### src/rtl/aes_gcm_seq_ctrl.sv
`default_nettype none
// +--------------------------------------------------------------------------+
// | Module   : aes_gcm_seq_ctrl                                              |
// | Purpose  : AES-GCM phase controller. It sequences IDLE -> AAD -> payload |
// |            -> lengths -> tag around an external GHASH/CTR datapath,      |
// |            tracks stream byte counts against the programmed bit lengths, |
// |            builds the truncated tag and, in decrypt mode, checks it      |
// |            against a received tag.                                       |
// | Ports    : clk, rst_n (sync, active low)                                 |
// |            start/abort             - operation control                   |
// |            enc_mode, len_*_bits,   - operation setup, latched at start   |
// |            tag_len                                                       |
// |            aad_* / pld_*           - observed stream handshakes          |
// |            lens_done               - lengths block absorbed by GHASH     |
// |            tag_pre_xor*, tagmask*  - GHASH result and E(K,J0)            |
// |            tag_in, tag_in_we       - expected tag register write port    |
// |            phase, busy             - status                              |
// |            ghash_init, tagmask_start - datapath kick pulses              |
// |            tag_out*, auth_*        - results                             |
// |            len_err                 - length violation flag               |
// | Option   : `define AES_GCM_SEQ_CTRL_LEN_CHECK_EN enables length checking |
// |            (len_err, ERR phase). Without it len_err is tied low.         |
// | Revision : 1.0 - initial release                                         |
// +--------------------------------------------------------------------------+
module aes_gcm_seq_ctrl #(
  parameter int BUS_BYTES = 16,
  parameter int LEN_W     = 64
) (
  input  logic                 clk,
  input  logic                 rst_n,
  input  logic                 start,
  input  logic                 abort,
  input  logic                 enc_mode,
  input  logic [LEN_W-1:0]     len_aad_bits,
  input  logic [LEN_W-1:0]     len_pld_bits,
  input  logic [4:0]           tag_len,
  input  logic                 aad_valid,
  input  logic                 aad_ready,
  input  logic                 aad_last,
  input  logic [BUS_BYTES-1:0] aad_keep,
  input  logic                 pld_valid,
  input  logic                 pld_ready,
  input  logic                 pld_last,
  input  logic [BUS_BYTES-1:0] pld_keep,
  input  logic                 lens_done,
  input  logic [127:0]         tag_pre_xor,
  input  logic                 tag_pre_xor_valid,
  input  logic [127:0]         tagmask,
  input  logic                 tagmask_valid,
  input  logic [127:0]         tag_in,
  input  logic                 tag_in_we,
  output logic [2:0]           phase,
  output logic                 busy,
  output logic                 ghash_init,
  output logic                 tagmask_start,
  output logic [127:0]         tag_out,
  output logic                 tag_out_valid,
  output logic                 auth_done,
  output logic                 auth_fail,
  output logic                 len_err
);

  localparam int CNT_W = $clog2(BUS_BYTES) + 1;

  typedef enum logic [2:0] {
    PH_IDLE = 3'd0,
    PH_AAD  = 3'd1,
    PH_PLD  = 3'd2,
    PH_LENS = 3'd3,
    PH_TAG  = 3'd4,
    PH_DONE = 3'd5,
    PH_ERR  = 3'd6
  } phase_e;

  phase_e             state;
  logic               start_q;
  logic               mode_q;
  logic [4:0]         tag_len_q;
  logic [LEN_W-1:0]   rem_aad;
  logic [LEN_W-1:0]   rem_pld;
  logic [127:0]       tag_in_q;

  function automatic logic [CNT_W-1:0] popcnt(input logic [BUS_BYTES-1:0] k);
    logic [CNT_W-1:0] c;
    c = '0;
    for (int i = 0; i < BUS_BYTES; i++) c = c + CNT_W'(k[i]);
    return c;
  endfunction

  function automatic logic [4:0] clamp_tag_len(input logic [4:0] tl);
    if (tl < 5'd4)       return 5'd4;
    else if (tl > 5'd16) return 5'd16;
    else                 return tl;
  endfunction

  // ---------------------------------------------------------------- status
  assign phase = state;
  assign busy  = (state == PH_AAD) || (state == PH_PLD) ||
                 (state == PH_LENS) || (state == PH_TAG);

  // Start is edge triggered; abort masks it so a cancel cycle never begins
  // a new operation.
  logic start_acc;
  assign start_acc = start & ~start_q & ~busy & ~abort;

  // ------------------------------------------------------ beat accounting
  logic             aad_beat, pld_beat;
  logic [CNT_W-1:0] aad_bytes, pld_bytes;
  logic [LEN_W-1:0] aad_dec, pld_dec;
  logic [LEN_W-1:0] aad_rem_nxt, pld_rem_nxt;
  logic             aad_cmp, pld_cmp;
  logic             aad_viol, pld_viol;

  assign aad_beat  = (state == PH_AAD) & aad_valid & aad_ready;
  assign pld_beat  = (state == PH_PLD) & pld_valid & pld_ready;
  assign aad_bytes = popcnt(aad_keep);
  assign pld_bytes = popcnt(pld_keep);
  assign aad_dec   = LEN_W'(aad_bytes) << 3;
  assign pld_dec   = LEN_W'(pld_bytes) << 3;

  // Remaining bit counts saturate at zero instead of wrapping on overrun.
  assign aad_rem_nxt = (rem_aad > aad_dec) ? (rem_aad - aad_dec) : '0;
  assign pld_rem_nxt = (rem_pld > pld_dec) ? (rem_pld - pld_dec) : '0;
  assign aad_cmp     = (aad_rem_nxt == '0) | aad_last;
  assign pld_cmp     = (pld_rem_nxt == '0) | pld_last;

`ifdef AES_GCM_SEQ_CTRL_LEN_CHECK_EN
  // Underrun (early last), overrun (beat larger than what remains) and any
  // beat after the stream has already drained are all length violations.
  assign aad_viol = aad_beat & ((rem_aad == '0) | (aad_dec > rem_aad) |
                                (aad_last & (rem_aad > aad_dec)));
  assign pld_viol = pld_beat & ((rem_pld == '0) | (pld_dec > rem_pld) |
                                (pld_last & (rem_pld > pld_dec)));

  logic len_err_q;
  always_ff @(posedge clk) begin
    if (!rst_n) begin
      len_err_q <= 1'b0;
    end else if (abort || start_acc) begin
      len_err_q <= 1'b0;
    end else if (aad_viol || pld_viol) begin
      len_err_q <= 1'b1;
    end
  end
  assign len_err = len_err_q;
`else
  assign aad_viol = 1'b0;
  assign pld_viol = 1'b0;
  assign len_err  = 1'b0;
`endif

  // ------------------------------------------------------- tag generation
  logic [4:0]   drop_bytes;
  logic [127:0] keep_mask;
  logic [127:0] tag_full;
  logic         tag_mismatch;
  logic         tag_both_valid;

  // Truncation keeps the most-significant tag_len bytes, so the mask is an
  // all-ones word shifted left by the number of dropped bytes.
  assign drop_bytes     = 5'd16 - tag_len_q;
  assign keep_mask      = {128{1'b1}} << {drop_bytes, 3'b000};
  assign tag_full       = tag_pre_xor ^ tagmask;
  assign tag_mismatch   = |((tag_full ^ tag_in_q) & keep_mask);
  assign tag_both_valid = tag_pre_xor_valid & tagmask_valid;

  // ------------------------------------------------------------ sequencer
  always_ff @(posedge clk) begin
    if (!rst_n) begin
      state         <= PH_IDLE;
      start_q       <= 1'b0;
      mode_q        <= 1'b0;
      tag_len_q     <= '0;
      rem_aad       <= '0;
      rem_pld       <= '0;
      tag_in_q      <= '0;
      ghash_init    <= 1'b0;
      tagmask_start <= 1'b0;
      tag_out       <= '0;
      tag_out_valid <= 1'b0;
      auth_done     <= 1'b0;
      auth_fail     <= 1'b0;
    end else begin
      start_q       <= start;
      ghash_init    <= 1'b0;
      tagmask_start <= 1'b0;
      tag_out_valid <= 1'b0;
      auth_done     <= 1'b0;

      if (tag_in_we) tag_in_q <= tag_in;

      if (abort) begin
        state     <= PH_IDLE;
        rem_aad   <= '0;
        rem_pld   <= '0;
        auth_fail <= 1'b0;
      end else if (start_acc) begin
        mode_q     <= enc_mode;
        tag_len_q  <= clamp_tag_len(tag_len);
        rem_aad    <= len_aad_bits;
        rem_pld    <= len_pld_bits;
        auth_fail  <= 1'b0;
        tag_out    <= '0;
        ghash_init <= 1'b1;
        if (len_aad_bits != '0)      state <= PH_AAD;
        else if (len_pld_bits != '0) state <= PH_PLD;
        else                         state <= PH_LENS;
      end else begin
        case (state)
          PH_AAD: begin
            if (aad_beat) begin
              if (aad_viol) begin
                state <= PH_ERR;
              end else if (aad_cmp) begin
                rem_aad <= '0;
                state   <= (rem_pld != '0) ? PH_PLD : PH_LENS;
              end else begin
                rem_aad <= aad_rem_nxt;
              end
            end
          end
          PH_PLD: begin
            if (pld_beat) begin
              if (pld_viol) begin
                state <= PH_ERR;
              end else if (pld_cmp) begin
                rem_pld <= '0;
                state   <= PH_LENS;
              end else begin
                rem_pld <= pld_rem_nxt;
              end
            end
          end
          PH_LENS: begin
            if (lens_done) begin
              state         <= PH_TAG;
              tagmask_start <= 1'b1;
            end
          end
          PH_TAG: begin
            if (tag_both_valid) begin
              tag_out <= tag_full & keep_mask;
              if (mode_q) begin
                tag_out_valid <= 1'b1;
              end else begin
                auth_done <= 1'b1;
                auth_fail <= tag_mismatch;
              end
              state <= PH_DONE;
            end
          end
          default: ;
        endcase
      end
    end
  end

endmodule
`default_nettype wire

### config.mk
export PLATFORM = sky130hd
export DESIGN_NAME = aes_gcm_seq_ctrl
export DESIGN_NICKNAME = d
export VERILOG_FILES = /design/src/rtl/aes_gcm_seq_ctrl.sv
export SDC_FILE = /design/constraint.sdc
export NUM_CORES = 1
export LEC_CHECK = 0
export BUFFER_PORTS_ARGS = -buffer_cell sky130_fd_sc_hd__buf_4
export CORE_AREA = 2 2 276 278
export DETAILED_ROUTE_END_ITERATION = 7
export DIE_AREA = 0 0 278 280
export PLACE_DENSITY = 0.5
export SLEW_MARGIN = 5
export SYNTH_ARGS = -nofsm -noshare
export SYNTH_HDL_FRONTEND = slang
export SYNTH_SLANG_ARGS = --single-unit
### constraint.sdc
create_clock -name clk -period 9.2 [get_ports clk]
set_clock_uncertainty 0.2 [all_clocks]
set_input_delay 1.38 -clock clk [delete_from_list [all_inputs] [get_ports clk]]
set_output_delay 1.38 -clock clk [all_outputs]
set_load 0.005 [all_outputs]
# ---- Word-level counts from Yosys, hierarchy flattened
# Index checks and enable logic that the tools add are counted.
dict set report word_totals {
  ff_bits 399
  input_bits 564
  out_inout_bits 138
  wordCells 139
}
dict set report op_classes {
  n_addsub 33
  order_cmp 4
  n_eq_ne 10
  shift 1
  mux 30
  n_bitwise 22
  reduce_logical 26
}
# op count
set ops {}
lappend ops {{64-bit 2-to-1 mux} 10}
lappend ops {{128-bit 2-to-1 mux} 3}
lappend ops {{128-bit AND} 2}
lappend ops {{128-bit XOR} 2}
lappend ops {{64-bit nonzero test} 3}
lappend ops {{64-bit by 8-bit greater-than comparator with 1-bit output} 2}
lappend ops {{64-bit logical NOT} 2}
lappend ops {{128-bit OR reduction} 1}
lappend ops {{128-bit by 8-bit << shifter with 128-bit output, first input constant} 1}
lappend ops {{64-bit by 8-bit subtractor with 64-bit output} 2}
lappend ops {{5-bit by 1-bit adder with 5-bit output} 22}
lappend ops {{3-bit 2-to-1 mux} 7}
lappend ops {{3-bit inequality test, second input constant} 6}
lappend ops {{3-bit case mux with 4 select lines} 1}
lappend ops {{2-bit nonzero test} 6}
lappend ops {{4-bit by 1-bit adder with 5-bit output} 2}
lappend ops {{5-bit 2-to-1 mux} 2}
lappend ops {{3-bit by 1-bit adder with 4-bit output} 2}
lappend ops {{1-bit AND} 8}
lappend ops {{1-bit inverter} 8}
lappend ops {{7-bit AND reduction} 1}
lappend ops {{2-bit by 1-bit adder with 3-bit output} 2}
lappend ops {{3-bit by 2-bit == test with 1-bit output, second input constant} 2}
lappend ops {{1-bit 2-to-1 mux} 6}
lappend ops {{other kinds (16)} 23}

# ---- Logic depth before layout (Yosys ltp)
dict set report logic_depth {
  depth_word 23
  ltp_mapped 26
  depth_no_buf 23
}

# ---- Worst setup path after synthesis
# OpenSTA, ideal clock, no wires.
dict set report synth_timing {
  kind {input -> register}
  start {input port pld_keep[11]}
  end {register rem_pld[45]}
  arrival_time_ps 7277
  required_ps 8868
  slack_ps 1591
  cell_stages 24
  path_buffers 2
  path_cell_list {inv_1 -> fa_1 -> fa_1 -> fa_1 -> fa_1 -> inv_1 -> ha_1 -> inv_1 -> fa_1 -> nor2b_1 -> o21ai_0 -> ha_1 -> and3_1 -> o21a_1 -> or4_1 -> clkbuf_1 -> o41ai_1 -> o2111ai_1 -> or4_1 -> nor4_4 -> nor2_1 -> buf_2 -> a22oi_1 -> a21oi_1}
}
dict set report synth_between {
  elab_chain_cells 13
}
# item line_no
set synth_rtl {}
lappend synth_rtl {{from (decl)} 44} ;# input logic [BUS_BYTES-1:0] pld_keep,
lappend synth_rtl {{5-bit by 1-bit adder with 5-bit output * (5 in a row)} 86} ;# for (int i = 0; i < BUS_BYTES; i++) c = c + CNT_W'(k[i]);
lappend synth_rtl {{64-bit by 8-bit subtractor with 64-bit output or 64-bit by 8-bit greater-than comparator with 1-bit output (tied branches)} 123} ;# assign pld_rem_nxt = (rem_pld > pld_dec) ? (rem_pld - pld_dec) : '0;
lappend synth_rtl {{64-bit 2-to-1 mux *} 123}
lappend synth_rtl {{64-bit logical NOT} 125} ;# assign pld_cmp = (pld_rem_nxt == '0) | pld_last;
lappend synth_rtl {{1-bit OR} 125}
lappend synth_rtl {{64-bit 2-to-1 mux *} 226} ;# end else if (pld_cmp) begin
lappend synth_rtl {{64-bit 2-to-1 mux *} 223} ;# if (pld_beat) begin
lappend synth_rtl {{64-bit 2-to-1 mux *} 209} ;# case (state)
lappend synth_rtl {{64-bit 2-to-1 mux *} 197} ;# end else if (start_acc) begin
lappend synth_rtl {{to (signal assigned)} 201} ;# rem_pld <= len_pld_bits;
lappend synth_rtl {{to (signal assigned)} 230} ;# rem_pld <= pld_rem_nxt;
lappend synth_rtl {{to (decl)} 80} ;# logic [LEN_W-1:0] rem_pld;
# Mark *: on every way between the ends. The rest lies on a longest branch, timed or not. The select of a mux whose other input is x is not followed.
# A chain may end at the register's enable or synchronous reset.

# ---- Final worst setup path
dict set report layout_timing {
  start {input port aad_keep[5]}
  end {register rem_aad[34]}
}
dict set report layout_between {
  elab_chain_cells 19
}
# item line_no
set layout_rtl {}
lappend layout_rtl {{from (decl)} 40} ;# input logic [BUS_BYTES-1:0] aad_keep,
lappend layout_rtl {{5-bit by 1-bit adder with 5-bit output * (11 in a row)} 86}
lappend layout_rtl {{64-bit by 8-bit subtractor with 64-bit output or 64-bit by 8-bit greater-than comparator with 1-bit output (tied branches)} 122} ;# assign aad_rem_nxt = (rem_aad > aad_dec) ? (rem_aad - aad_dec) : '0;
lappend layout_rtl {{64-bit 2-to-1 mux *} 122}
lappend layout_rtl {{64-bit logical NOT} 124} ;# assign aad_cmp = (aad_rem_nxt == '0) | aad_last;
lappend layout_rtl {{1-bit OR} 124}
lappend layout_rtl {{64-bit 2-to-1 mux *} 214} ;# end else if (aad_cmp) begin
lappend layout_rtl {{64-bit 2-to-1 mux *} 211} ;# if (aad_beat) begin
lappend layout_rtl {{64-bit 2-to-1 mux *} 209}
lappend layout_rtl {{64-bit 2-to-1 mux *} 197}
lappend layout_rtl {{to (signal assigned)} 200} ;# rem_aad <= len_aad_bits;
lappend layout_rtl {{to (signal assigned)} 218} ;# rem_aad <= aad_rem_nxt;
lappend layout_rtl {{to (decl)} 79} ;# logic [LEN_W-1:0] rem_aad;
# Marks and branches as above.

==> qor.txt <==
Final setup vio count: 0
WP data arrival: 8.40 ns
Final TNS setup: 0 ns
CP endpoint: rem_aad[34]
RSZ-0062 raised after global routing: no
I/O Buffers: 700
CTS root buffer: clkbuf_16
FMAX: 0.1231 GHz
Sequential cell area fraction in the yosys report: 0.3461
DRT iter0 DRCs: 1544
Final #Nets: 3920
Most common cell in the synthesized netlist: dfxtp_1
Routed via count: 22960
ANT nets after route: 0
Syn Area/Cell: 8.575 um^2
Switch share: 0.3788
Filler Cell Count: 7686
Remaining global-route overflow: 0
Max-slew violation count: 0
Reg area: 0.007988 mm^2
Ys async rst share: 0
Die height: 280 um
Post-CTS setup buffers: 0
Syn_nets: 3301
Worst-path fanout max: 18
GRT met3 Usage: 0.05304
LEAKAGE: 12.78 nW
Fin. Hold Viols: 0
Core Footprint: 0.07519 mm^2
Die Wd: 278 um
Synth top area cells: dfxtp_1, xor2_1, nor2b_1
Clock Tree Buf Depth: 3
PD cells: 199.6 mW/mm^2
Synth Instances: 2691
Initial antenna violation count: 13
Logic gate share of total power: 0.387
Largest area contributor in the netlist: dfxtp_1
Worst r2r src: rem_aad[3]
Worst skew pair latency: 0.62 ns
Period Utilization, post-route: 0.8832
Area Overhead vs Synth: 33.20%
Routed len/inst: 24.35 um
Num rows: 101
Max VDD drop: 0.1290 mV
TritonCTS clock tree: done
R2R depth: 14
Commonest cells post-synth: dfxtp_1, nor2b_1, xor2_1, nand2_1, a22oi_1
Share of post-route cells with drive strength above 1: 0.2506
CP Launch Point: aad_keep[5]
Register bit total from synthesis: 399
Reg2reg setup slack: 4.25 ns
Top Ports: 702
EDFF count, synth: 0
Starting Density: 0.3069
Relative slew slack: 0.2320
1st-pass router iterations: 6
Fin crit period: 8.125 ns
DRC Markers: 0
CP required: 9.47 ns
CP Capture Type: register
GR Util met2: 0.4432
Largest net degree at the start of global routing: 116
Internal power: 0.003812 W
Gr usage total: 0.2588
Multi-input gate area: 0.01421 mm^2
GRT Max-Usage Layer: met2
Vias/cell: 5.299
Flop pwr share: 0.304
Met1 usage: 0.3236
Critical Setup Path Class: in2reg
Worst reg2reg path endpoint: rem_aad[34]
Vias in the first global route: 22670
DP Wirelength: 82.79 mm
GP Congestion: 0.9236
Outcome: completed
Worst hold path class: reg2reg
CTS sink cnt: 399
WL final: 105.5 mm
Cts hold-fix bufs: 0
Post-synth top flop: dfxtp_1
Sw Pwr: 0.002324 W
Die area: 0.07784 mm^2
Clock transition at path regs: 0.06 ns
Slew at the pin closest to its max-slew limit: 1.152 ns
CTS Buf Count: 49
Number of max-cap violations: 0
Post-synthesis cell area: 0.02308 mm^2
CP Launch Type: primary input
Power share of the clock group: 0.308
H-tree depth: 2
Count of cell types in the netlist: 76
PostCTS Resize Cnt: 0
Ys Warns: 0
Yosys top cell area share: 0.3461
Total power: 0.006136 W
First-pass GRT wire length: 151.7 mm
-- worst max-delay path: stages --
cell	delay (ns)
buf_4	0.08
inv_1	0.06
fa_1	0.57
fa_1	0.44
fa_1	0.51
fa_1	0.41
inv_1	0.07
ha_1	0.16
inv_1	0.06
fa_1	0.46
nor2b_1	0.12
o21ai_0	0.12
ha_1	0.38
a21oi_1	0.53
nand4_1	0.15
buf_4	0.24
o41ai_1	0.69
nand2_1	0.11
or4_1	0.62
nor4_4	0.22
a21oi_2	0.29
buf_4	0.31
a222oi_1	0.33
nor2_1	0.07
-- registers in the layout (all words and copies together) (netlist names) --
name and flops:
auth_done 1, auth_fail 1, ghash_init 1, mode_q 1
phase 3, rem_aad 64, rem_pld 64, start_q 1
tag_in_q 128, tag_len_q 5, tag_out 128, tag_out_valid 1
tagmask_start 1
-- final cells by class --
cell class	count	area share
Clock inverter	16	0.004233
Multi-Input combinational cell	2056	0.4623
Antenna cell	7	0.0005699
Clock buffer	73	0.04543
Inverter	72	0.008792
Timing Repair Buffer	732	0.1790
Tap cell	978	0.03981
Sequential cell	399	0.2599
-- power groups by stage --
stage                     combinational, W  sequential [W]  clock (W)
final                              0.00238         0.00187    0.00189
after global routing               0.00258         0.00188    0.00201
after CTS                          0.00236         0.00187    0.00194
after detailed placement           0.00234         0.00190          0
after global placement             0.00234         0.00190          0
after floorplan                    0.00150         0.00188          0
-- how the worst min path moves through the flow --
stage / from / to / cells past startpoint
after global routing: rem_pld[3] / rem_pld[3] / 2
final: mode_q / mode_q / 2
after global placement: rem_aad[1] / rem_aad[1] / 2
after CTS: rem_aad[1] / rem_aad[1] / 2
after detailed placement: rem_aad[1] / rem_aad[1] / 2
after floorplan: rem_aad[2] / rem_aad[2] / 2
-- cells in the final DEF, fill, tap and decap left out, types with 23 or more instances in the layout --
cell / count
o21ai_0: 50
inv_1: 72
nor3_1: 53
ha_1: 24
nor4_1: 109
nand4_1: 53
a31oi_1: 74
nand2_1: 185
xor2_1: 224
mux2i_1: 128
nor2_1: 119
clkbuf_16: 49
a21oi_1: 87
xnor2_1: 110
or3_1: 30
or4_1: 30
buf_4: 730
nor2b_1: 276
dfxtp_1: 399
a22oi_1: 172
and3_1: 23
nand3_1: 95
-- layer usage --
layer | wire (um) | part of all wire
met1 | 44520 | 0.42
met2 | 50960 | 0.48
met3 | 6389 | 0.061
met4 | 3555 | 0.034
met5 | 104 | 0.00099
-- kinds of logic after synthesis --
logic type | share of synthesized area
xor gates and xnor gates | 0.1268
buffers and inverters | 0.04001
adders and majority gates | 0.03210
AOI/OAI and AO/OA | 0.1394
other | 0.0001625
and+or+nand+nor | 0.2599
muxes | 0.05552
DFF | 0.3461
-- through the flow --
step / cell area, um^2 / setup slack [ns] / cells / hold WS, ns / utilization
finish: 30740 / 1.075 / 4333 / 0.2858 / 0.4088
floorplan: 23080 / 1.591 / 2691 / 0.2494 / -
global placement: 29190 / 0.6253 / 4237 / 0.2586 / 0.3883
CTS: 30720 / 1.141 / 4326 / 0.2906 / 0.4086
detailed placement: 29190 / 0.4902 / 4237 / 0.2817 / 0.3883
global route: 30730 / 0.6608 / 4331 / 0.3148 / 0.4087
Power figures use the tool's default switching activity.
